<file path="config.mk">
export PLATFORM = sky130hd
export DESIGN_NAME = spi_peripheral_flat
export DESIGN_NICKNAME = d
export VERILOG_FILES = /design/src/rtl/spi_peripheral_if.sv /design/src/rtl/spi_peripheral.sv /design/src/flat_wrapper.sv
export SDC_FILE = /design/constraint.sdc
export NUM_CORES = 1
export LEC_CHECK = 0
export CAP_MARGIN = 5
export CORE_UTILIZATION = 50
export CTS_CLUSTER_DIAMETER = 120
export DETAILED_ROUTE_END_ITERATION = 7
export PLACE_DENSITY = 0.86
export SETUP_SLACK_MARGIN = 0.4
export SYNTH_ARGS = -nofsm -noshare
export SYNTH_HDL_FRONTEND = slang
export SYNTH_SLANG_ARGS = --single-unit
</file>
<file path="constraint.sdc">
create_clock -name clock_in -period 2.28 [get_ports clock_in]
set_input_delay 0.228 -clock clock_in [delete_from_list [all_inputs] [get_ports clock_in]]
set_output_delay 0.228 -clock clock_in [all_outputs]
set_load 0.005 [all_outputs]
</file>
<file path="src/rtl/spi_peripheral_if.sv">
// spi_peripheral_if: selector-side bundle of the SPI target front end.
// master = spi_peripheral (address/data out, read data in); slave = selector.
interface spi_peripheral_if;
  logic [7:0] address_out;
  logic       address_out_valid;
  logic [7:0] data_out;
  logic       data_out_valid;
  logic [7:0] data_in;
  logic       data_in_valid;

  modport master (
    output address_out,
    output address_out_valid,
    output data_out,
    output data_out_valid,
    input  data_in,
    input  data_in_valid
  );

  modport slave (
    input  address_out,
    input  address_out_valid,
    input  data_out,
    input  data_out_valid,
    output data_in,
    output data_in_valid
  );
endinterface

</file>
<file path="src/rtl/spi_peripheral.sv">
// spi_peripheral: oversampled SPI mode-0 target, byte 0 = address, then data.
// Ports: clock_in/reset_in, SPI pins (select/clock/data in, data out), bus.
module spi_peripheral #(
  parameter int   SYNC_STAGES = 2,
  parameter logic IDLE_CIPO   = 1'b0
) (
  input  logic clock_in,
  input  logic reset_in,
  input  logic spi_select_in,
  input  logic spi_clock_in,
  input  logic spi_data_in,
  output logic spi_data_out,
  spi_peripheral_if.master bus
);

  typedef enum logic [1:0] {
    IDLE,
    ADDRESS,
    DATA
  } state_t;

  logic [SYNC_STAGES-1:0] sel_q;
  logic [SYNC_STAGES-1:0] sck_q;
  logic [SYNC_STAGES-1:0] copi_q;
  logic                   sck_d;
  logic                   sel_s;
  logic                   sck_s;
  logic                   copi_s;
  logic                   rise;
  logic                   fall;

  state_t     state_q;
  state_t     state_d;
  logic [2:0] cnt_q;
  logic [2:0] cnt_d;
  logic [7:0] rx_q;
  logic [7:0] rx_d;
  logic [7:0] tx_q;
  logic       load_q;
  logic       addr_done;
  logic       data_done;
  logic       tx_shift;

  assign sel_s  = sel_q[SYNC_STAGES-1];
  assign sck_s  = sck_q[SYNC_STAGES-1];
  assign copi_s = copi_q[SYNC_STAGES-1];
  assign rise   = sck_s & ~sck_d;
  assign fall   = ~sck_s & sck_d;

  always_ff @(posedge clock_in) begin
    if (reset_in) begin
      sel_q  <= '1;
      sck_q  <= '0;
      copi_q <= '0;
      sck_d  <= 1'b0;
    end else begin
      sel_q  <= {sel_q[SYNC_STAGES-2:0], spi_select_in};
      sck_q  <= {sck_q[SYNC_STAGES-2:0], spi_clock_in};
      copi_q <= {copi_q[SYNC_STAGES-2:0], spi_data_in};
      sck_d  <= sck_s;
    end
  end

  // Deselect wins over any coincident SCLK edge, so a byte
  // finishing as select rises is dropped.
  always_comb begin
    state_d   = state_q;
    cnt_d     = cnt_q;
    rx_d      = rx_q;
    addr_done = 1'b0;
    data_done = 1'b0;
    tx_shift  = 1'b0;
    unique case (state_q)
      IDLE: begin
        cnt_d = 3'd0;
        if (!sel_s) state_d = ADDRESS;
      end
      ADDRESS: begin
        if (sel_s) begin
          state_d = IDLE;
          cnt_d   = 3'd0;
        end else if (rise) begin
          rx_d  = {rx_q[6:0], copi_s};
          cnt_d = cnt_q + 3'd1;
          if (cnt_q == 3'd7) begin
            addr_done = 1'b1;
            state_d   = DATA;
          end
        end
      end
      DATA: begin
        if (sel_s) begin
          state_d = IDLE;
          cnt_d   = 3'd0;
        end else begin
          if (rise) begin
            rx_d  = {rx_q[6:0], copi_s};
            cnt_d = cnt_q + 3'd1;
            data_done = (cnt_q == 3'd7);
          end
          // cnt 0 marks the fall after a byte's last bit: the
          // freshly loaded MSB must stay on the line.
          if (fall && cnt_q != 3'd0) tx_shift = 1'b1;
        end
      end
      default: begin
        state_d = IDLE;
        cnt_d   = 3'd0;
      end
    endcase
  end

  always_ff @(posedge clock_in) begin
    if (reset_in) begin
      state_q               <= IDLE;
      cnt_q                 <= 3'd0;
      rx_q                  <= 8'h00;
      tx_q                  <= 8'h00;
      load_q                <= 1'b0;
      bus.address_out       <= 8'h00;
      bus.address_out_valid <= 1'b0;
      bus.data_out          <= 8'h00;
      bus.data_out_valid    <= 1'b0;
    end else begin
      state_q            <= state_d;
      cnt_q              <= cnt_d;
      rx_q               <= rx_d;
      load_q             <= addr_done | data_done;
      bus.data_out_valid <= data_done;
      if (addr_done) begin
        bus.address_out       <= rx_d;
        bus.address_out_valid <= 1'b1;
      end else if (sel_s) begin
        bus.address_out_valid <= 1'b0;
      end
      if (data_done) bus.data_out <= rx_d;
      // Load one cycle after the selector sees the completed byte.
      if (load_q) begin
        tx_q <= bus.data_in_valid ? bus.data_in : 8'h00;
      end else if (tx_shift) begin
        tx_q <= {tx_q[6:0], 1'b0};
      end
    end
  end

  assign spi_data_out = (state_q == DATA) ? tx_q[7] : IDLE_CIPO;

endmodule

</file>
<file path="src/flat_wrapper.sv">
// flat-port wrapper written by rule: the top's interface ports become plain ports
module spi_peripheral_flat 
#(
  parameter int   SYNC_STAGES = 2,
  parameter logic IDLE_CIPO   = 1'b0
)
  (clock_in, reset_in, spi_select_in, spi_clock_in, spi_data_in, spi_data_out, bus_address_out, bus_address_out_valid, bus_data_out, bus_data_out_valid, bus_data_in, bus_data_in_valid);
  spi_peripheral_if bus_i ();
  input  logic clock_in;
  input  logic reset_in;
  input  logic spi_select_in;
  input  logic spi_clock_in;
  input  logic spi_data_in;
  output logic spi_data_out;
  output wire logic [$bits(bus_i.address_out)-1:0] bus_address_out;
  output wire logic [$bits(bus_i.address_out_valid)-1:0] bus_address_out_valid;
  output wire logic [$bits(bus_i.data_out)-1:0] bus_data_out;
  output wire logic [$bits(bus_i.data_out_valid)-1:0] bus_data_out_valid;
  input wire logic [$bits(bus_i.data_in)-1:0] bus_data_in;
  input wire logic [$bits(bus_i.data_in_valid)-1:0] bus_data_in_valid;
  assign bus_address_out = bus_i.address_out;
  assign bus_address_out_valid = bus_i.address_out_valid;
  assign bus_data_out = bus_i.data_out;
  assign bus_data_out_valid = bus_i.data_out_valid;
  assign bus_i.data_in = bus_data_in;
  assign bus_i.data_in_valid = bus_data_in_valid;
  spi_peripheral #(.SYNC_STAGES(SYNC_STAGES), .IDLE_CIPO(IDLE_CIPO)) u_core (.clock_in(clock_in), .reset_in(reset_in), .spi_select_in(spi_select_in), .spi_clock_in(spi_clock_in), .spi_data_in(spi_data_in), .spi_data_out(spi_data_out), .bus(bus_i));
endmodule
</file>
==> run_results.csv, run 1 <==
group,metric,value,unit
logic_synthesis,ys_async_sr_fraction,0,
sta,finClkSkew,0.00433,ns
drt,wire_per_inst,14.7,microns
critical_path,path_class,"reg2reg",
floorplan,fp.dieH,64.0,microns
logic_synthesis,synthCells,194,
drt,drc,0,
critical_path,worst_setup_path_start_kind,"flop",
global_route,grt_usage,0.205,
cells_and_area,area_growth,29.1,%
floorplan,core,3690,sq um
place,finalWeightedCongestion,0.791,
logic_synthesis,synth_cell_type_count,31,
drt,drt-total-wl,4000,microns
logic_synthesis,synth.avg_cell_area,9.92,sq um
cells_and_area,layout-drive-gt1-share,0.148,
flow_run,maxCapViolCount,0,
logic_synthesis,yosys.area.top_type_share,0.489,
drt,drt-pass1-iter-count,4,
sta,worstMarginPinSlew,0.678,ns
critical_path,cp_slowest_cell,"dfxtp_1",
logic_synthesis,synth_nets,215,
critical_path,critical_path_peak_fanout,8,
clocking,clkSinkCount,47,
drt,final_antenna_net_count,0,
drt,drtIter0Drc,132,
clocking,htree_levels,2,
cells_and_area,final_cells,271,
sta,setup-violations-final,0,
clocking,hold_buffers,0,
logic_synthesis,synth_edf_count,0,
global_route,grt_pass1_wl,6380,microns
global_route,grt_max_degree,28,
logic_synthesis,synth_area,1920,sq um
logic_synthesis,synth-seq-cells,47,
sta,fmax,0.549,GHz
floorplan,initial_utilization,0.522,
sta,maxSlewViolCount,0,
logic_synthesis,yosys.area.top_type,"dfxtp_1",
floorplan,die-area,4100,sq um
floorplan,die_width,64.0,microns
global_route,grt-ovfl-total,0,
clocking,clk_pin_slew,0.08,ns
global_route,grt_pass1_vias,1390,
pwr,p_leak,0.797,nW
sta,relSlewSlack,0.548,
clocking,cts_root_buf,"clkbuf_8",
clocking,cts.path.max_buffers,2,
clocking,clk_latency,0.30,ns
drt,vias_per_cell,5.68,
floorplan,pin_count,33,
cells_and_area,fillers,274,
drt,dr_total_vias,1539,
cells_and_area,nNetsFinal,243,
sta,hold_viol,0,
critical_path,cp_cell_sequence,"inv_1 > ha_1 > nor4bb_4 > buf_6 > mux2i_2 > a211oi_1",
status,status,"completed",
critical_path,end_kind,"flop",
sta,holdWs,0.432,ns
logic_synthesis,synth_seq_area_share,0.489,
place,pre_cts_slack,0.418,ns
logic_synthesis,synth_ff_type,"dfxtp_1",
place,portBuffers,32,
critical_path,cpPeakStageDelay,0.36,ns
clocking,cts_tree,"yes",
pwr,ir_worst_vdd,473,uV
sta,fin_crit,1.82,ns
logic_synthesis,synth_area_leaders,"dfxtp_1 (49%), a211oi_1 (6.6%), mux2i_1 (5.7%), a21oi_1 (4.9%), a2111oi_2 (4.7%)",
hold_path,hold_path.class,"reg2reg",
clocking,numCtsBuffers,5,
critical_path,cp.required,2.45,ns
sta,rsz0062_at_grt,"no",
critical_path,worstPathArrival,2.00,ns
sta,fin_setup_tns,0,ns
place,dp_hpwl,2620,microns
floorplan,std_cell_rows,22,
logic_synthesis,yosys_warnings,0,
pwr,powerDensity,585,nW/um^2
place,place_inst,263,
global_route,antenna_found_initial,0,
cells_and_area,n_antenna_cell,0,
sta,fin_crit_sh,0.799,
clocking,cts_setup_buffers,0,
sta,fin_ws,0.457,ns
-- cell usage after synthesis (4+ instances only) --
library cell and count:
nor4_1 7, a21oi_1 19, mux2i_1 11, inv_1 4, a2111oi_2 6, a211oi_1 17, ha_1 7, nor2_1 19
dfxtp_1 47, clkbuf_1 12, nor2b_1 10, buf_2 4, a21boi_0 6
-- per-layer routing --
metal	routed length [microns]	global-route usage	vias up
met4	103	0.102	0
met1	1830	0.284	716
met2	1900	0.301	52
met3	157	0.0429	14
li1	-	-	757
met5	0	0	-
-- sequential cells by signal, summed over array words and instances, names as in the netlist --
register and count:
u_core.tx_q 8, u_core.sel_q 2, u_core.copi_q 2, u_core.bus.address_out_valid 1, u_core.state_q 2, u_core.cnt_q 3
u_core.load_q 1, u_core.rx_q 8, u_core.bus.data_out_valid 1, u_core.bus.data_out 8, u_core.sck_q 2, u_core.bus.address_out 8
u_core.sck_d 1
-- where the power goes --
| part | switching [W] | internal (W) |
|---|---|---|
| Sequential | 0.00000922 | 0.000831 |
| Combinational | 0.0000441 | 0.0000524 |
| Clock | 0.000270 | 0.000248 |
| Total | 0.000323 | 0.00113 |
-- worst paths after layout --
| check | start | cells past startpoint | to | slack, ns |
|---|---|---|---|---|
| hold / removal | u_core.sel_q[0] | 1 | u_core.sel_q[1] | 0.43 |
| setup / recovery | u_core.state_q[1] | 6 | u_core.bus.address_out[3] | 0.46 |
| setup reg to reg | u_core.state_q[1] | 6 | u_core.bus.address_out[3] | 0.46 |
| hold reg to reg | u_core.sel_q[0] | 1 | u_core.sel_q[1] | 0.43 |
-- stage by stage --
| step | cell area, sq um | total power [W] | utilization |
|---|---|---|---|
| floorplan | 1920 | 0.000907 | - |
| global placement | 2290 | 0.000942 | 0.620 |
| detailed placement | 2290 | 0.000943 | 0.620 |
| CTS | 2390 | 0.00145 | 0.648 |
| global route | 2480 | 0.00152 | 0.674 |
| finish | 2480 | 0.00145 | 0.674 |
-- logic make-up after synthesis --
logic type      Yosys count  share of synthesized area
buf+inv                  21                     0.0436
xor+xnor                  1                    0.00455
compound gates           53                      0.206
simple gates             54                      0.154
mux                      11                     0.0572
flops                    47                      0.489
fa+ha+maj                 7                     0.0455
-- critical path, delay by kind of cell, from the launching register on --
kind / cells / cell delay [ns]
compound gates: 1 / 0.14
fa+ha+maj: 1 / 0.31
buf+inv: 2 / 0.35
flops: 1 / 0.36
mux: 1 / 0.31
simple gates: 1 / 0.21
-- layout make-up --
type / instances / area, sq um / share of cell area
tap: 48 / 60.1 / 0.0242
multi-input combinational: 126 / 1000 / 0.404
clock buffer: 7 / 86.3 / 0.0347
clock inverter: 1 / 8.76 / 0.00352
sequential: 47 / 942 / 0.379
timing repair buffer: 38 / 369 / 0.149
inverter: 4 / 15.0 / 0.00604
-- layout by cell type (no fill, tap or decap), types with 2 or more instances in the layout --
cell type        synthesis  routed
a211oi_1                17      17
buf_4                    0       5
nor2b_2                  0       2
nor2_1                  19      19
or2_1                    2       2
a21boi_0                 6       6
nand2_1                  3       3
mux2i_1                 11       3
a2111oi_2                6       6
and2_1                   3       3
nor2b_1                 10       8
dfxtp_1                 47      46
clkdlybuf4s50_1          0      32
clkbuf_8                 0       6
inv_1                    4       4
ha_1                     7       7
nand2b_1                 3       3
nor4_1                   7       7
mux2i_4                  0       6
a21oi_1                 19      19
mux2i_2                  0       2
-- timing repair --
action | 4_1_cts | 5_1_grt
pin swaps | 0 | 1
setup endpoints to repair | 8 | 31
resized for setup | 2 | 18
No activity file was read; power rests on OpenSTA's default activity.
==> run 2, diff against run 1 <==
- clock period: 2.28 -> 1.9 ns (I/O delays scaled with it)
==> run_results.csv, run 2 (synthesized netlist as in run 1, its figures left out) <==
group,metric,value,unit
floorplan,std_cell_rows,22,
clocking,cts_tree,"yes",
critical_path,critical_path_peak_fanout,8,
critical_path,cp_slowest_cell,"dfxtp_2",
flow_run,maxCapViolCount,0,
critical_path,cpPeakStageDelay,0.37,ns
cells_and_area,layout-drive-gt1-share,0.315,
drt,drtIter0Drc,61,
drt,drt-total-wl,4720,microns
critical_path,cp.required,2.06,ns
floorplan,pin_count,33,
critical_path,path_class,"reg2reg",
sta,maxSlewViolCount,0,
clocking,cts.path.max_buffers,2,
cells_and_area,n_antenna_cell,0,
place,finalWeightedCongestion,0.747,
clocking,hold_buffers,0,
place,dp_hpwl,2770,microns
critical_path,r2r_cells,6,
status,status,"completed",
cells_and_area,fin_area,2810,sq um
cells_and_area,area_growth,46.0,%
hold_path,hold_path.class,"reg2reg",
pwr,powerDensity,675,nW/um^2
global_route,antenna_found_initial,0,
global_route,grt_pass1_vias,1575,
clocking,clk_pin_slew,0.08,ns
pwr,p_switching,0.000414,W
floorplan,core,3690,sq um
floorplan,die-area,4100,sq um
drt,drc,0,
pwr,sequentialPowerShare,0.534,
critical_path,crit_family,"flip-flops",
place,placed_cell_area,2380,sq um
global_route,grt_pass1_wl,7490,microns
sta,holdWs,0.416,ns
critical_path,cp_cell_sequence,"inv_4 > ha_4 > nor4bb_4 > buf_6 > mux2i_4 > a211oi_2",
hold_path,min_to,"u_core.sel_q[1]",
global_route,grt-ovfl-total,0,
sta,worstMarginPinSlew,0.798,ns
clocking,clk_latency,0.30,ns
critical_path,worstReg2RegStart,"u_core.state_q[0]",
critical_path,worstPathArrival,1.87,ns
pwr,p_leak,0.891,nW
sta,fin_setup_tns,0,ns
critical_path,end_kind,"flop",
sta,relSlewSlack,0.468,
pwr,p_clk_frac,0.375,
sta,fin_crit,1.71,ns
clocking,htree_levels,2,
pwr,ir_worst_vdd,691,uV
critical_path,reg2reg_slack,0.19,ns
drt,dr_total_vias,1618,
clocking,cts_root_buf,"clkbuf_8",
place,portBuffers,32,
global_route,grt_max_degree,36,
sta,hold_viol,0,
sta,fmax,0.583,GHz
cells_and_area,final_cell_mix,"dfxtp_1 (41), clkdlybuf4s50_1 (30), nor2_1 (19), a21oi_1 (19), buf_4 (12)",
clocking,clkSinkCount,47,
hold_path,hp-start,"u_core.sel_q[0]",
floorplan,die_width,64.0,microns
drt,final_antenna_net_count,0,
critical_path,cp_num_buf_inv,2,
sta,fin_crit_sh,0.903,
pwr,swShare,0.218,
floorplan,initial_utilization,0.522,
critical_path,worstReg2RegEnd,"u_core.bus.address_out[6]",
global_route,grt_usage,0.243,
floorplan,fp.dieH,64.0,microns
drt,vias_per_cell,5.78,
drt,drt-pass1-iter-count,4,
critical_path,worst_setup_path_start_kind,"flop",
pwr,pwr-share-comb,0.091,
sta,rsz0062_at_grt,"yes",
cells_and_area,nNetsFinal,253,
critical_path,crit_cells,6,
hold_path,whs_path_depth,1,
drt,wire_per_inst,16.9,microns
sta,finClkSkew,0.00334,ns
pwr,internal_power,0.00148,W
clocking,numCtsBuffers,5,
sta,setup-violations-final,0,
cells_and_area,layout_commonest_cell,"dfxtp_1",
==> run 2: cell types whose count changed in the layout (fill, tap and decap cells not counted), moves of 3 or more <==
cell | previous run | this run
nor4_2 | 0 | 3
a2111oi_2 | 6 | 3
buf_6 | 1 | 4
a2111oi_4 | 0 | 3
nor4_4 | 0 | 3
dfxtp_1 | 46 | 41
a211oi_2 | 0 | 10
a211oi_1 | 17 | 7
buf_4 | 5 | 12
nor4_1 | 7 | 1
dfxtp_2 | 1 | 6
==> run 2: metal layers <==
layer  global-route usage  wire, microns  vias up
met5                    0              0        -
met4                0.136            116        0
met3               0.0607            258       10
met2                0.396           2400       54
met1                0.290           1950      782
li1                     -              -      772
==> run 2: area by class of cell <==
class,count,area (sq um)
multi-input combinational,126,1230
sequential,47,948
fill,213,880
timing repair buffer,48,453
clock buffer,6,72.6
tap,48,60.1
clock inverter,1,30.0
inverter,4,17.5
==> run 2: metrics by stage <==
stage | instances | utilization | total power [W] | worst slack [ns]
6_report | 280 | 0.762 | 0.00190 | 0.185
5_1_grt | 280 | 0.762 | 0.00195 | 0.128
4_1_cts | 277 | 0.723 | 0.00186 | 0.232
3_5_place_dp | 267 | 0.646 | 0.00114 | 0.216
3_3_place_gp | 267 | 0.646 | 0.00113 | 0.243
2_1_floorplan | 194 | - | 0.00109 | 0.365
==> run 2: worst register-to-register path: cells and delay by family, from the launching register on <==
family / cells / cell delay [ns]
AOI/OAI and AO/OA: 1 / 0.10
muxes: 1 / 0.32
buffers and inverters: 2 / 0.32
and+or+nand+nor: 1 / 0.19
adders and majority gates: 1 / 0.26
DFF: 1 / 0.37
==> run 2: power groups by stage <==
stage | clock [W] | combinational [W] | sequential (W)
after floorplan | 0 | 0.0000641 | 0.00103
after global placement | 0 | 0.000103 | 0.00103
after detailed placement | 0 | 0.000106 | 0.00103
after CTS | 0.000717 | 0.000139 | 0.00101
after global routing | 0.000753 | 0.000183 | 0.00101
final | 0.000711 | 0.000173 | 0.00101
==> run 2: how the worst max path moves through the flow <==
stage / from / end / slack, ns
floorplan: u_core.state_q[0] / u_core.bus.address_out[6] / 0.36
global placement: u_core.state_q[0] / u_core.bus.data_out[6] / 0.24
detailed placement: u_core.state_q[0] / u_core.bus.address_out[6] / 0.22
CTS: u_core.state_q[0] / spi_data_out / 0.23
global route: u_core.state_q[0] / u_core.bus.data_out[6] / 0.13
finish: u_core.state_q[0] / u_core.bus.address_out[6] / 0.19
==> run 2: repair_timing <==
action,in CTS,in global routing
setup buffers,3,2
pin swaps,4,5
gates cloned,0,1
endpoints found under the setup margin,33,36
resized for setup,24,27
